==> src/rtl/multdiv_unit.sv <==
// Multicycle signed multiply/divide unit for the execute stage.
// Multiply: iterative shift-add on operand magnitudes, sign applied at the end.
// Divide: non-restoring shift-subtract on magnitudes, sign applied at the end.
// Each operation takes WIDTH+1 edges from the start edge to the result edge.
module multdiv_unit #(
  parameter int unsigned WIDTH = 32
) (
  input  logic             clock,
  input  logic             reset,
  input  logic [WIDTH-1:0] data_operandA,
  input  logic [WIDTH-1:0] data_operandB,
  input  logic             ctrl_MULT,
  input  logic             ctrl_DIV,
  output logic [WIDTH-1:0] data_result,
  output logic             data_exception,
  output logic             data_resultRDY
);

  localparam int unsigned CW = $clog2(WIDTH);
  localparam logic [WIDTH-1:0] MIN_NEG = {1'b1, {(WIDTH-1){1'b0}}};

  typedef enum logic [1:0] {
    IDLE,
    MULT,
    DIV,
    DONE
  } state_t;

  state_t state, state_next;

  logic [CW-1:0]      counter;
  // hi: multiply upper accumulator / divide partial remainder (signed, WIDTH+1)
  // lo: multiplier shifting out / quotient shifting in
  logic [WIDTH:0]     hi;
  logic [WIDTH-1:0]   lo;
  // opnd: multiplicand magnitude / divisor magnitude
  logic [WIDTH-1:0]   opnd;
  logic               op_mult;
  logic               neg_result;
  logic               div_zero;
  logic               div_ovf;

  logic               start;
  logic               last_iter;
  logic [WIDTH-1:0]   a_mag;
  logic [WIDTH-1:0]   b_mag;
  logic [WIDTH:0]     mult_sum;
  logic [WIDTH:0]     div_shift;
  logic [WIDTH:0]     div_new;
  logic [2*WIDTH-1:0] prod;
  logic [2*WIDTH-1:0] prod_s;
  logic               mult_exc;
  logic [WIDTH-1:0]   quo_s;

  assign start     = ctrl_MULT | ctrl_DIV;
  assign last_iter = (counter == CW'(WIDTH-1));

  // Operand magnitudes and per-iteration arithmetic
  always_comb begin
    a_mag     = data_operandA[WIDTH-1] ? ('0 - data_operandA) : data_operandA;
    b_mag     = data_operandB[WIDTH-1] ? ('0 - data_operandB) : data_operandB;
    mult_sum  = {1'b0, hi[WIDTH-1:0]} + (lo[0] ? {1'b0, opnd} : '0);
    div_shift = {hi[WIDTH-1:0], lo[WIDTH-1]};
    div_new   = hi[WIDTH] ? (div_shift + {1'b0, opnd})
                          : (div_shift - {1'b0, opnd});
    prod      = {hi[WIDTH-1:0], lo};
    prod_s    = neg_result ? ('0 - prod) : prod;
    mult_exc  = (prod_s[2*WIDTH-1:WIDTH] != {WIDTH{prod_s[WIDTH-1]}});
    quo_s     = neg_result ? ('0 - lo) : lo;
  end

  // State register
  always_ff @(posedge clock or posedge reset) begin
    if (reset) state <= IDLE;
    else       state <= state_next;
  end

  // Next-state: a start from any state begins a new op, MULT taking priority
  always_comb begin
    state_next = state;
    if (start) begin
      state_next = ctrl_MULT ? MULT : DIV;
    end else begin
      unique case (state)
        MULT, DIV: if (last_iter) state_next = DONE;
        DONE:      state_next = IDLE;
        default:   state_next = IDLE;
      endcase
    end
  end

  // Iteration counter: cleared on start, saturates at the final iteration
  always_ff @(posedge clock or posedge reset) begin
    if (reset) begin
      counter <= '0;
    end else if (start) begin
      counter <= '0;
    end else if ((state == MULT || state == DIV) && !last_iter) begin
      counter <= counter + 1'b1;
    end
  end

  // Datapath: operand latch, iteration, and result registration in DONE.
  // A start coinciding with DONE still publishes the finished result while
  // loading the new operands on the same edge.
  always_ff @(posedge clock or posedge reset) begin
    if (reset) begin
      hi             <= '0;
      lo             <= '0;
      opnd           <= '0;
      op_mult        <= 1'b0;
      neg_result     <= 1'b0;
      div_zero       <= 1'b0;
      div_ovf        <= 1'b0;
      data_result    <= '0;
      data_exception <= 1'b0;
      data_resultRDY <= 1'b0;
    end else begin
      data_resultRDY <= 1'b0;
      if (state == DONE) begin
        data_resultRDY <= 1'b1;
        if (op_mult) begin
          data_result    <= prod_s[WIDTH-1:0];
          data_exception <= mult_exc;
        end else if (div_zero) begin
          data_result    <= '0;
          data_exception <= 1'b1;
        end else begin
          data_result    <= quo_s;
          data_exception <= div_ovf;
        end
      end

      if (start) begin
        hi         <= '0;
        lo         <= ctrl_MULT ? b_mag : a_mag;
        opnd       <= ctrl_MULT ? a_mag : b_mag;
        op_mult    <= ctrl_MULT;
        neg_result <= data_operandA[WIDTH-1] ^ data_operandB[WIDTH-1];
        div_zero   <= !ctrl_MULT && (data_operandB == '0);
        div_ovf    <= !ctrl_MULT && (data_operandA == MIN_NEG) && (data_operandB == '1);
      end else begin
        unique case (state)
          MULT: begin
            hi <= {1'b0, mult_sum[WIDTH:1]};
            lo <= {mult_sum[0], lo[WIDTH-1:1]};
          end
          DIV: begin
            hi <= div_new;
            lo <= {lo[WIDTH-2:0], ~div_new[WIDTH]};
          end
          default: ;
        endcase
      end
    end
  end

endmodule

==> config.mk <==
export PLATFORM = sky130hd
export DESIGN_NAME = multdiv_unit
export DESIGN_NICKNAME = d
export VERILOG_FILES = /design/src/rtl/multdiv_unit.sv
export SDC_FILE = /design/constraint.sdc
export NUM_CORES = 1
export LEC_CHECK = 0
export CAP_MARGIN = 30
export CORE_MARGIN = 4
export CORE_UTILIZATION = 28
export DETAILED_ROUTE_END_ITERATION = 10
export SLEW_MARGIN = 25
export SYNTH_ARGS = -nofsm -noshare
export SYNTH_HDL_FRONTEND = slang
export SYNTH_SLANG_ARGS = --single-unit
==> constraint.sdc <==
create_clock -name clock -period 5.43 [get_ports clock]
set_input_delay 1.086 -clock clock [delete_from_list [all_inputs] [get_ports clock]]
set_output_delay 1.086 -clock clock [all_outputs]
set_load 0.01 [all_outputs]
Yosys cells after proc, flatten, opt, wreduce, memory -nomap -nowiden
Index checks and enable logic that the tools add are counted. Widths: inputs -> output; s select.

Bits in registers: 142. Bits of input ports: 68. Output and inout port bits: 34. Logic and storage cells: 65.

Add/subtract/negate cells: 8. Equality and inequality tests: 8. Muxes and demuxes: 23. Bitwise operators: 3. Reduce and logical (&&, ||, !) cells: 11.

Operators by type and width (count): $mux 32 (9); $sub 1x32->32 const A (3); $mux 33 (2); $pmux 33 s2 (1); $eq 32x32->1 const B (2); $mux 64 (1); $pmux 32 s2 (1); $sub 1x64->64 const A (1); $add 32x32->33 (1); $add 33x32->33 (1); $sub 33x32->33 (1); $logic_not 32->1 (1); $ne 32x32->1 (1); $mux 5 (2); $mux 2 (4); $add 5x1->5 const B (1); $eq 5x5->1 const B (1); $eq 2x2->1 const B (2); $logic_and 1x1->1 (4); $mux 1 (3); $ne 3x3->1 const B (1); $reduce_bool 3->1 (1); $eq 2x1->1 const B (1); $logic_not 1->1 (2); 6 further kinds (6).

Longest topological paths before layout
Gate-level depths: netlist (run 1).

Depth after elaboration: 5. Gate-level depth with buffers: 18. Gate-level depth less buffers: 18.

Least setup slack after synthesis (run 1)
OpenSTA, ideal clock, no wires.

Kind: register to register. Start point: register opnd[2]. End point: register hi[29]. Setup time: 130 ps. Arrival time: 4067 ps. Data required time: 5300 ps. Path slack: 1232 ps. Stages on the path, launching flop included: 16. Buffers on the path: 0. Clock period less this slack: 4198 ps. Path through: dfrtp_1 -> or4_1 -> nor4_1 -> a21oi_1 -> xor2_1 -> ha_1 -> and4_1 -> nand2_1 -> or3b_2 -> a41o_1 -> o41a_1 -> o21ai_0 -> a31oi_1 -> xnor2_1 -> a22oi_1 -> o21ai_0.

Longest elaborated chain between the ends: 4. Elaborated cells between the ends (all ways): 7. Those cells by class: add/sub (3); mux (4).

Ends and longest elaborated chain: start, declared (RTL line 37) `logic [WIDTH-1:0] opnd;`; start signal, assigned (RTL line 137) `opnd <= ctrl_MULT ? a_mag : b_mag;`; $sub 33x32->33, or another cell as far along (RTL line 65) `: (div_shift - {1'b0, opnd});`; $mux 33 / $add 32x32->33 (equally long branches) (RTL line 64, 62); $pmux 33 s2 (*) (RTL line 143) `unique case (state)`; $mux 33 (*) (RTL line 134) `if (start) begin`; end signal, assigned (RTL line 145) `hi <= {1'b0, mult_sum[WIDTH:1]};`; end signal, assigned (RTL line 149) `hi <= div_new;`; end, declared (RTL line 34) `logic [WIDTH:0] hi;`.

Every way passes the cells marked *; elsewhere a longest branch is shown, timed or not. A chain may end at the register's enable or synchronous reset.

Worst setup path after layout (run 1)
Same ends and word-level chain as after synthesis.

==> results of run 1 <==
critical path, stage by stage (launching register included):
cell and delay (ps):
dfrtp_1 450, or4_1 600, nor4_1 360, a21oi_1 160
xor2_1 170, ha_1 330, and4_1 200, nand2_1 70
or3b_2 450, a41o_1 320, o41a_1 510, o21ai_0 420
a31oi_1 170, xnor2_1 160, a22oi_1 150, o21ai_0 110
synth_stat cells, types with 4 or more instances:
library cell,instances,area [um2]
a21boi_0,4,30.0
o21bai_1,14,105
a2111oi_0,5,43.8
nand3b_1,6,45.0
or2_2,10,62.6
o211ai_1,6,45.0
a31oi_1,16,100
nand2b_1,18,113
mux2_2,5,56.3
dfrtp_1,142,3550
and3_1,6,37.5
ha_1,74,926
nor3_1,42,210
nand4_1,25,156
a22oi_1,6,45.0
o31ai_1,39,293
a211o_1,5,43.8
xor2_1,114,998
a2bb2oi_1,5,43.8
nor2b_1,12,75.1
a221oi_1,4,35.0
or3_1,14,87.6
nand2_1,135,507
nor2_1,180,676
and2_1,28,175
nor4_1,18,113
inv_1,76,285
mux2i_1,17,170
xnor2_1,90,788
nand3_1,26,130
o22ai_1,42,263
o21ai_0,112,561
o221ai_1,25,219
clkbuf_1,92,345
or4_1,19,143
a21o_1,35,263
a211oi_1,30,225
a21oi_1,182,911
buf_1,11,41.3
o41ai_1,18,158
kinds of logic after synthesis:
family	after synthesis	share of synthesized area, %
AO/OA/AOI/OAI	580	26.9
XOR/XNOR	205	13.1
adder cells (fa/ha/maj)	76	7.00
buffers and inverters	188	5.30
flip-flops	142	25.8
multiplexers	22	1.64
AND/OR/NAND/NOR	565	20.3
report_power, final:
part	internal, uW	switching (uW)	total (uW)
combinational	688	904	1590
sequential	1210	243	1450
clock	654	536	1190
sequential cells by signal, indices dropped and copies added (netlist names), 2 cells and up:
register / count
counter: 5
data_result: 32
hi: 33
lo: 32
opnd: 32
state: 2
per-stage QoR:
step / hold slack [ps] / std cells / area [um2] / power [uW] / setup WS (ps)
floorplan: 451 / 1778 / 13800 / 2430 / 534
global placement: 517 / 2459 / 15400 / 3030 / 764
detailed placement: 520 / 2461 / 15400 / 3040 / 742
CTS: 530 / 2493 / 16000 / 4240 / 694
global route: 549 / 2494 / 16000 / 4480 / 333
finish: 528 / 2494 / 16000 / 4240 / 653
metal layers:
metal	vias to the layer above	GRT usage (%)	share of wire, %
met5	-	0	0
met1	6659	24.9	45
met3	70	2.85	5.8
met4	0	6.29	3.2
li1	6542	-	-
met2	488	29.5	46
area by class of cell:
| cell class | instances | area, um2 |
|---|---|---|
| Sequential cell | 142 | 3550 |
| Inverter | 79 | 302 |
| Clock buffer | 19 | 443 |
| Clock inverter | 13 | 131 |
| Multi-Input combinational cell | 1448 | 9530 |
| Timing Repair Buffer | 129 | 1250 |
| Tap cell | 664 | 831 |
| Fill cell | 5278 | 32800 |
worst paths after layout:
path	from	to	slack [ps]	cells after the start
worst min-delay path	data_result[15]$_DFFE_PP0P_	data_result[15]$_DFFE_PP0P_	530	2
worst max register to register	opnd[2]$_DFFE_PP0N_	hi[29]$_DFFE_PP0P_	650	15
worst min register to register	data_result[15]$_DFFE_PP0P_	data_result[15]$_DFFE_PP0P_	530	2
max in group asynchronous	reset	data_resultRDY$_DFF_PP0_	3330	4
worst max-delay path	opnd[2]$_DFFE_PP0N_	hi[29]$_DFFE_PP0P_	650	15
min in group asynchronous	reset	data_exception$_DFFE_PP0P_	1000	2
==> run metrics, run 1 <==
vias in the first global route 13,110; Hold Crit Class flip-flop to flip-flop; commonest non-fill, non-tap cell in the layout a21oi_1; Max H-tree Level 4; gpl congestion 0.897; Initial Utilization 28.2%; setup TNS 0 ps; Max-slew headroom 46.3%; CP Capture Type flip-flop; Nets 1,961; Die Height 230 um; Detailed Route Iter0 Violations 1,183; Mapped Nets 1,922; RSZ-0062 raised after global routing false; post-CTS resize count 0; area of the core 0.0488 mm2; syn avg cell area 7.76 um2; Slew Viols, Final 0; routed wire length 49,700 um; clk slew on worst S/H paths 70 ps; Die Area 0.0529 mm2; fin crit share 88.0%; CP Max Fanout 7; fraction of registers with async set or reset after synthesis 100%; DPL Wire Length 38,300 um; Req. time, crit path 5750 ps; largest net degree at the start of global routing 87; Yosys reg bits 142; final core utilization 32.8%; PwrDens 264 mW/mm2; sequential share of the synthesized area 25.8%; Pleak 0.00661 uW; GRT Overall Usage 18.3%; final hold vios 0; Yosys warnings 0; Post-CTS Setup Bufs 0; cell row count 81; clk_lat worst skew 450 ps; Worst setup SP type flip-flop; minimum clock period 4780 ps; Cell variety after synth 83; CTS buffer count 17; Top FF cell, synth dfrtp_1; fmax 0.209 GHz; Max-Cap Viols 0; Ant. Diodes 0; io pins 102; setup violators final 0; global route overflow 0; TritonCTS clock tree yes; clk buf depth 2; Routed Antenna Nets 0; DRC violations left 0; outcome complete, no violations; Post-synth EDFFs 0; initial antenna violation count 0; cts-stage hold buffer count 0; Synth Instances 1,778; DRT Pass-1 Iters 5; Port Buf Inserts 101; area grow syn2layout 16.2%; post-synthesis instance area 0.0138 mm2; first-pass GRT wire length 77,200 um; wire per inst 19.9 um; DR vias/cell 5.52; share of post-route cells with drive strength above 1 5.68%; via count 13,759; Max Clock Skew 15.6 ps; Die X 230 um; Clock Tree Root clkbuf_16; # clock sinks 142; CP Class flip-flop to flip-flop; Arr. time, crit path 5090 ps; maximum VDD drop 0.226 mV; most frequent cells in the layout a21oi_1, nor2_1, dfrtp_1; worst slew pin tran 802 ps
No activity file was read; power rests on OpenSTA's default activity.
==> run 2, diff against run 1 <==
--- a/config.mk
+++ b/config.mk
@@ -9,4 +9,6 @@
 export CORE_MARGIN = 4
-export CORE_UTILIZATION = 28
+export CORE_UTILIZATION = 50
 export DETAILED_ROUTE_END_ITERATION = 10
+export GPL_ROUTABILITY_DRIVEN = 1
+export PLACE_DENSITY = 0.7
 export SLEW_MARGIN = 25
--- a/constraint.sdc
+++ b/constraint.sdc
@@ -3,2 +3,2 @@
 set_output_delay 1.086 -clock clock [all_outputs]
-set_load 0.01 [all_outputs]
+set_load 0.005 [all_outputs]
==> run metrics, run 2 (synthesis results as in run 1) <==
outcome complete, no violations; vias in the first global route 12,981 (-0.98%); Initial Utilization 51.1% (+23 points); clk slew on worst S/H paths 70 ps (about the same); setup violators final 0 (unchanged); Overall Power 4320 uW (+1.9%); Die Area 0.0303 mm2 (-43%); Net Switching 1670 uW (-0.70%); cts-stage hold buffer count 0 (unchanged); Worst setup SP type flip-flop; Slew Viols, Final 0 (unchanged); clk buf depth 2 (unchanged); Req. time, crit path 5740 ps (about the same); first-pass GRT wire length 72,900 um (-5.5%); minimum clock period 4850 ps (+72.0 ps); DR vias/cell 6.47 (+17%); DPL Wire Length 35,000 um (-8.7%); placed inst area 0.0150 mm2 (-2.7%); Clock Tree Root clkbuf_16; share of post-route cells with drive strength above 1 5.79% (+0.11 points); PwrDens 276 mW/mm2 (+4.4%); global route overflow 0 (unchanged); Die Height 174 um (-24%); fmax 0.206 GHz (-1.5%); setup TNS 0 ps (unchanged); Routed Antenna Nets 0 (unchanged); Final Cell Area 0.0157 mm2 (-2.4%); Max-Cap Viols 0 (unchanged); gpl congestion 1.02 (+14%); Ant. Diodes 0 (unchanged); Comb power frac 35.8% (-1.8 points); Max Clock Skew 14.7 ps (-0.932 ps); Pleak 0.00663 uW (+0.29%); maximum VDD drop 0.180 mV (-20%); Biggest register hi; # clock sinks 142 (unchanged); Nets 1,961 (unchanged); Die X 174 um (-24%); fillers 2,484 (-53%); CP Max Fanout 7 (unchanged); cell row count 60 (-26%); CTS buffer count 17 (unchanged); Detailed Route Iter0 Violations 1,456 (+23%); largest net degree at the start of global routing 73 (-16%); worst slew pin tran 903 ps (+100 ps); Hold Crit Class flip-flop to flip-flop; TritonCTS clock tree yes; RSZ-0062 raised after global routing false; max reg flops 33 (unchanged); DRT Pass-1 Iters 5 (unchanged); area grow syn2layout 13.4%; fin crit share 89.3% (+1.3 points); Flop pwr share 33.6% (-0.7 points); final hold vios 0 (unchanged); Post-CTS Setup Bufs 0 (unchanged); area of the core 0.0270 mm2 (-45%); GRT Overall Usage 29.8% (+12 points); DRC violations left 0 (unchanged); commonest non-fill, non-tap cell in the layout a21oi_1; most frequent cells in the layout a21oi_1, nor2_1, dfrtp_1; Net Sw Frac 38.7% (-1.0 points); grt peak-use layer met2; Max-slew headroom 39.3% (-7.0 points); global routing usage on met1 42.4% (+17 points); Clock power frac 30.6% (+2.5 points); clk_lat worst skew 440 ps (about the same); io pins 102 (unchanged); wire per inst 21.4 um (+7.4%); initial antenna violation count 1 (+1); Max H-tree Level 4 (unchanged); routed wire length 46,500 um (-6.5%); Hold Worst Slack 526 ps (-2.23 ps); via count 14,051 (+2.1%); CP Capture Type flip-flop; Global Route met2 Usage 45.7% (+16 points); Int Pwr 2650 uW (+3.7%); Arr. time, crit path 5160 ps (+70 ps); post-CTS resize count 0 (unchanged); global-route met3 utilization 5.35% (+2.5 points); Port Buf Inserts 101 (unchanged); CP Class flip-flop to flip-flop
run 2: worst paths after layout:
path	startpoint	slack, ps	to	cells past startpoint
setup / recovery	opnd[2]$_DFFE_PP0N_	580	hi[29]$_DFFE_PP0P_	15
hold / removal	data_result[27]$_DFFE_PP0P_	530	data_result[27]$_DFFE_PP0P_	2
setup reg to reg	opnd[2]$_DFFE_PP0N_	580	hi[29]$_DFFE_PP0P_	15
hold reg to reg	data_result[27]$_DFFE_PP0P_	530	data_result[27]$_DFFE_PP0P_	2
max in group asynchronous	reset	3270	hi[17]$_DFFE_PP0P_	3
min in group asynchronous	reset	1100	data_result[5]$_DFFE_PP0P_	2
run 2: per-layer routing:
metal  up-vias  part of all wire, %
li1       6550                    -
met1      6707                   43
met2       691                   44
met3       101                  9.1
met4         2                  3.8
met5         -                0.015
run 2: stage by stage:
step / utilization [%] / worst slack (ps) / std cells
2_1_floorplan: - / 534 / 1778
3_3_place_gp: 55.6 / 740 / 2139
3_5_place_dp: 55.6 / 703 / 2139
4_1_cts: 57.9 / 699 / 2171
5_1_grt: 57.9 / 250 / 2171
6_report: 57.9 / 581 / 2171
run 2: power groups by stage:
stage | registers (uW) | clock network (uW) | logic (uW)
5_1_grt | 1470 | 1370 | 1690
4_1_cts | 1440 | 1320 | 1530
3_5_place_dp | 1460 | 0 | 1520
2_1_floorplan | 1350 | 0 | 1050
3_3_place_gp | 1460 | 0 | 1490
6_report | 1450 | 1320 | 1540
run 2: layout make-up:
type | count | area [um2] | share of cell area, %
inverters | 79 | 302 | 1.93
well taps | 341 | 427 | 2.73
multi-input cells | 1448 | 9520 | 60.8
clock buffers | 17 | 425 | 2.72
repair buffers | 129 | 1210 | 7.74
flip-flops and latches | 142 | 3550 | 22.7
clock inverters | 15 | 213 | 1.36
run 2: worst max-delay path: stages (launching register included):
cell     delay, ps
dfrtp_1        450
or4_1          590
nor4_1         380
a21oi_1        150
xor2_1         180
ha_1           340
and4_1         210
nand2_1         80
or3b_2         440
a41o_1         330
o41a_1         500
o21ai_0        490
a31oi_1        180
xnor2_1        150
a22oi_1        150
o21ai_0        110
==> run 3, diff against run 2 <==
- ABC_AREA: unset -> 1
- PLACE_DENSITY: 0.7 -> 0.69
==> run metrics, run 3 <==
largest net degree at the start of global routing 93 (+27%); share of post-route cells with drive strength above 1 4.29% (-1.5 points); area grow syn2layout 12.7%; cts-stage hold buffer count 0 (unchanged); post-route setup slack 1310 ps (+725 ps); Max-Cap Viols 0 (unchanged); Storage cell area 0.00355 mm2 (unchanged); Slew Viols, Final 0 (unchanged); initial antenna violation count 0 (-1); Max H-tree Level 4 (unchanged); CP bufs+invs 3 (+3); Yosys reg bits 142 (unchanged); TritonCTS clock tree yes; post-CTS resize count 0 (unchanged); placed inst area 0.0169 mm2 (+13%); DPL Wire Length 52,600 um (+50%); DRC violations left 0 (unchanged); Crit path max-delay family simple AND/OR/NAND/NOR gates; final non-filler cell total 3,074 (+42%); Max Clock Skew 13.2 ps (-1.48 ps); Top FF cell, synth dfrtp_1; PwrDens 261 mW/mm2 (-5.5%); fraction of registers with async set or reset after synthesis 100% (unchanged); Die Height 185 um (+6.0%); CP Capture Type flip-flop; Hold Crit Class flip-flop to flip-flop; Nets 2,809 (+43%); Mapped Nets 2,745 (+43%); # clock sinks 142 (unchanged); Yosys warnings 0 (unchanged); fillers 3,114 (+25%); post-synthesis instance area 0.0156 mm2 (+13%); Die Area 0.0341 mm2 (+12%); Routed Antenna Nets 0 (unchanged); Die X 185 um (+6.0%); setup TNS 0 ps (unchanged); CTS buffer count 17 (unchanged); cell row count 64 (+6.7%); Post-CTS Setup Bufs 0 (unchanged); syn avg cell area 6.00 um2 (-23%); Biggest register hi; CP Max Fanout 6 (-1); routed wire length 66,400 um (+43%); commonest non-fill, non-tap cell in the layout nand2_1; Synth area leader dfrtp_1; FF-to-FF Start opnd[1]$_DFFE_PP0N_; Synth Instances 2,601 (+46%); placed cells 3,040 (+42%); final hold vios 0 (unchanged); clk buf depth 2 (unchanged); clk_lat worst skew 450 ps (about the same); Multi-input gate area 0.0104 mm2 (+9.7%); vias in the first global route 17,516 (+35%); fin crit share 75.9% (-13 points); gpl congestion 1.08 (+5.6%); setup violators final 0 (unchanged); clk slew on worst S/H paths 70 ps (about the same); minimum clock period 4120 ps (-725 ps); worst slew pin tran 1010 ps (+109 ps); DR vias/cell 6.04 (-6.7%); via count 18,570 (+32%); ranking of synthesized cells by area dfrtp_1, nand2_1, o21ai_0; outcome complete, no violations; most frequent cells in the layout nand2_1, inv_1, nor2_1; crit-path max cell delay 400 ps (-190 ps); crit path launch opnd[1]$_DFFE_PP0N_; Max-slew headroom 32.3% (-7.0 points); global route overflow 0 (unchanged); Initial Utilization 50.8% (-0.22 points); crit-path cells inv_1 > ha_1 > nand3_1 > nor2_1 > nand4_1 > nor4_1 > nand3_1 > nand2_1 > xor2_1 > inv_1 > ha_1 > nand2_1 > nor2_1 > inv_1 > nor3_1 > nand4_1 > nand3_1 > nand2_1 > nand3b_1 > nor2_1 > o211ai_1 > o21ai_0; sequential share of the synthesized area 22.8% (-3.0 points); Cell variety after synth 56 (-33%); wire per inst 21.6 um (+0.89%); maximum VDD drop 0.323 mV (+79%); area share of the largest cell type after synthesis 22.8% (-3.0 points); max reg flops 33 (unchanged); first-pass GRT wire length 101,000 um (+39%); Port Buf Inserts 101 (unchanged); Hold Worst Slack 482 ps (-43.1 ps); Worst setup SP type flip-flop; Pleak 0.00880 uW (+33%); RSZ-0062 raised after global routing false; Clock Tree Root clkbuf_16; Ant. Diodes 0 (unchanged); Final Cell Area 0.0176 mm2 (+12%); pre-CTS setup slack 1390 ps (+684 ps); GRT Overall Usage 38.8% (+9.0 points); Detailed Route Iter0 Violations 2,208 (+52%); Arr. time, crit path 4440 ps (-720 ps); Post-synth EDFFs 0 (unchanged); hold_sp data_result[18]$_DFFE_PP0P_; fmax 0.243 GHz (+18%); area of the core 0.0307 mm2 (+13%); Crit-path slowest cell nor4_1; CP Class flip-flop to flip-flop; DRT Pass-1 Iters 6 (+1); io pins 102 (unchanged); count leader, synth nand2_1; Synth top cells by count nand2_1, inv_1, nor2_1, o21ai_0, nand3_1; Req. time, crit path 5740 ps (about the same)
run 3: changes by cell type after synthesis, moves of 72 or more:
cell     previous run  this run
nand3_1            26       162
nor2_1            180       327
nand2_1           135       714
inv_1              76       342
o21ai_0           112       258
xnor2_1            90        18
run 3: final timing paths:
check | cells after the start | endpoint | slack (ps)
worst max-delay path | 22 | hi[29]$_DFFE_PP0P_ | 1310
worst max register to register | 22 | hi[29]$_DFFE_PP0P_ | 1310
worst min-delay path | 2 | data_result[18]$_DFFE_PP0P_ | 480
worst min register to register | 2 | data_result[18]$_DFFE_PP0P_ | 480
min in group asynchronous | 2 | div_ovf$_DFFE_PP0N_ | 1020
max in group asynchronous | 3 | neg_result$_DFFE_PP0N_ | 3720
run 3: power by group:
group	internal (uW)	switching, uW	total (uW)
combinational	656	1220	1880
sequential	1210	245	1450
clock	728	521	1250
total	2590	1990	4580
run 3: per-stage QoR:
step | total power, uW | util [%]
final | 4580 | 57.3
after global routing | 4830 | 57.3
after CTS | 4510 | 57.2
after detailed placement | 3270 | 55.2
after global placement | 3250 | 55.2
after floorplan | 2530 | -
run 3: layout make-up:
cell class,instances,share of cell area [%]
Clock inverter,12,0.904
Multi-Input combinational cell,2037,59.4
Sequential cell,142,20.2
Tap cell,396,2.82
Clock buffer,20,2.48
Timing Repair Buffer,118,6.66
Inverter,349,7.48
run 3: per-layer routing:
layer,GRT usage [%],vias to the layer above,share of wire [%]
met4,21.1,0,6.9
met3,6.79,224,10
met5,0,-,0
li1,-,8621,-
met1,51.4,8612,39
met2,60.4,1113,43
run 3: tightest hold or removal path, stage by stage, from the launching register on:
cell     delay (ps)
dfrtp_1         340
nand2_1          50
nand2_1          60
run 3: logic make-up after synthesis:
logic type / Yosys count / synth area share (%)
buffers and inverters: 422 / 10.3
adders and majority gates: 76 / 6.19
and+or+nand+nor: 1344 / 36.3
xor gates and xnor gates: 111 / 6.23
DFF: 142 / 22.8
AOI/OAI and AO/OA: 506 / 18.1
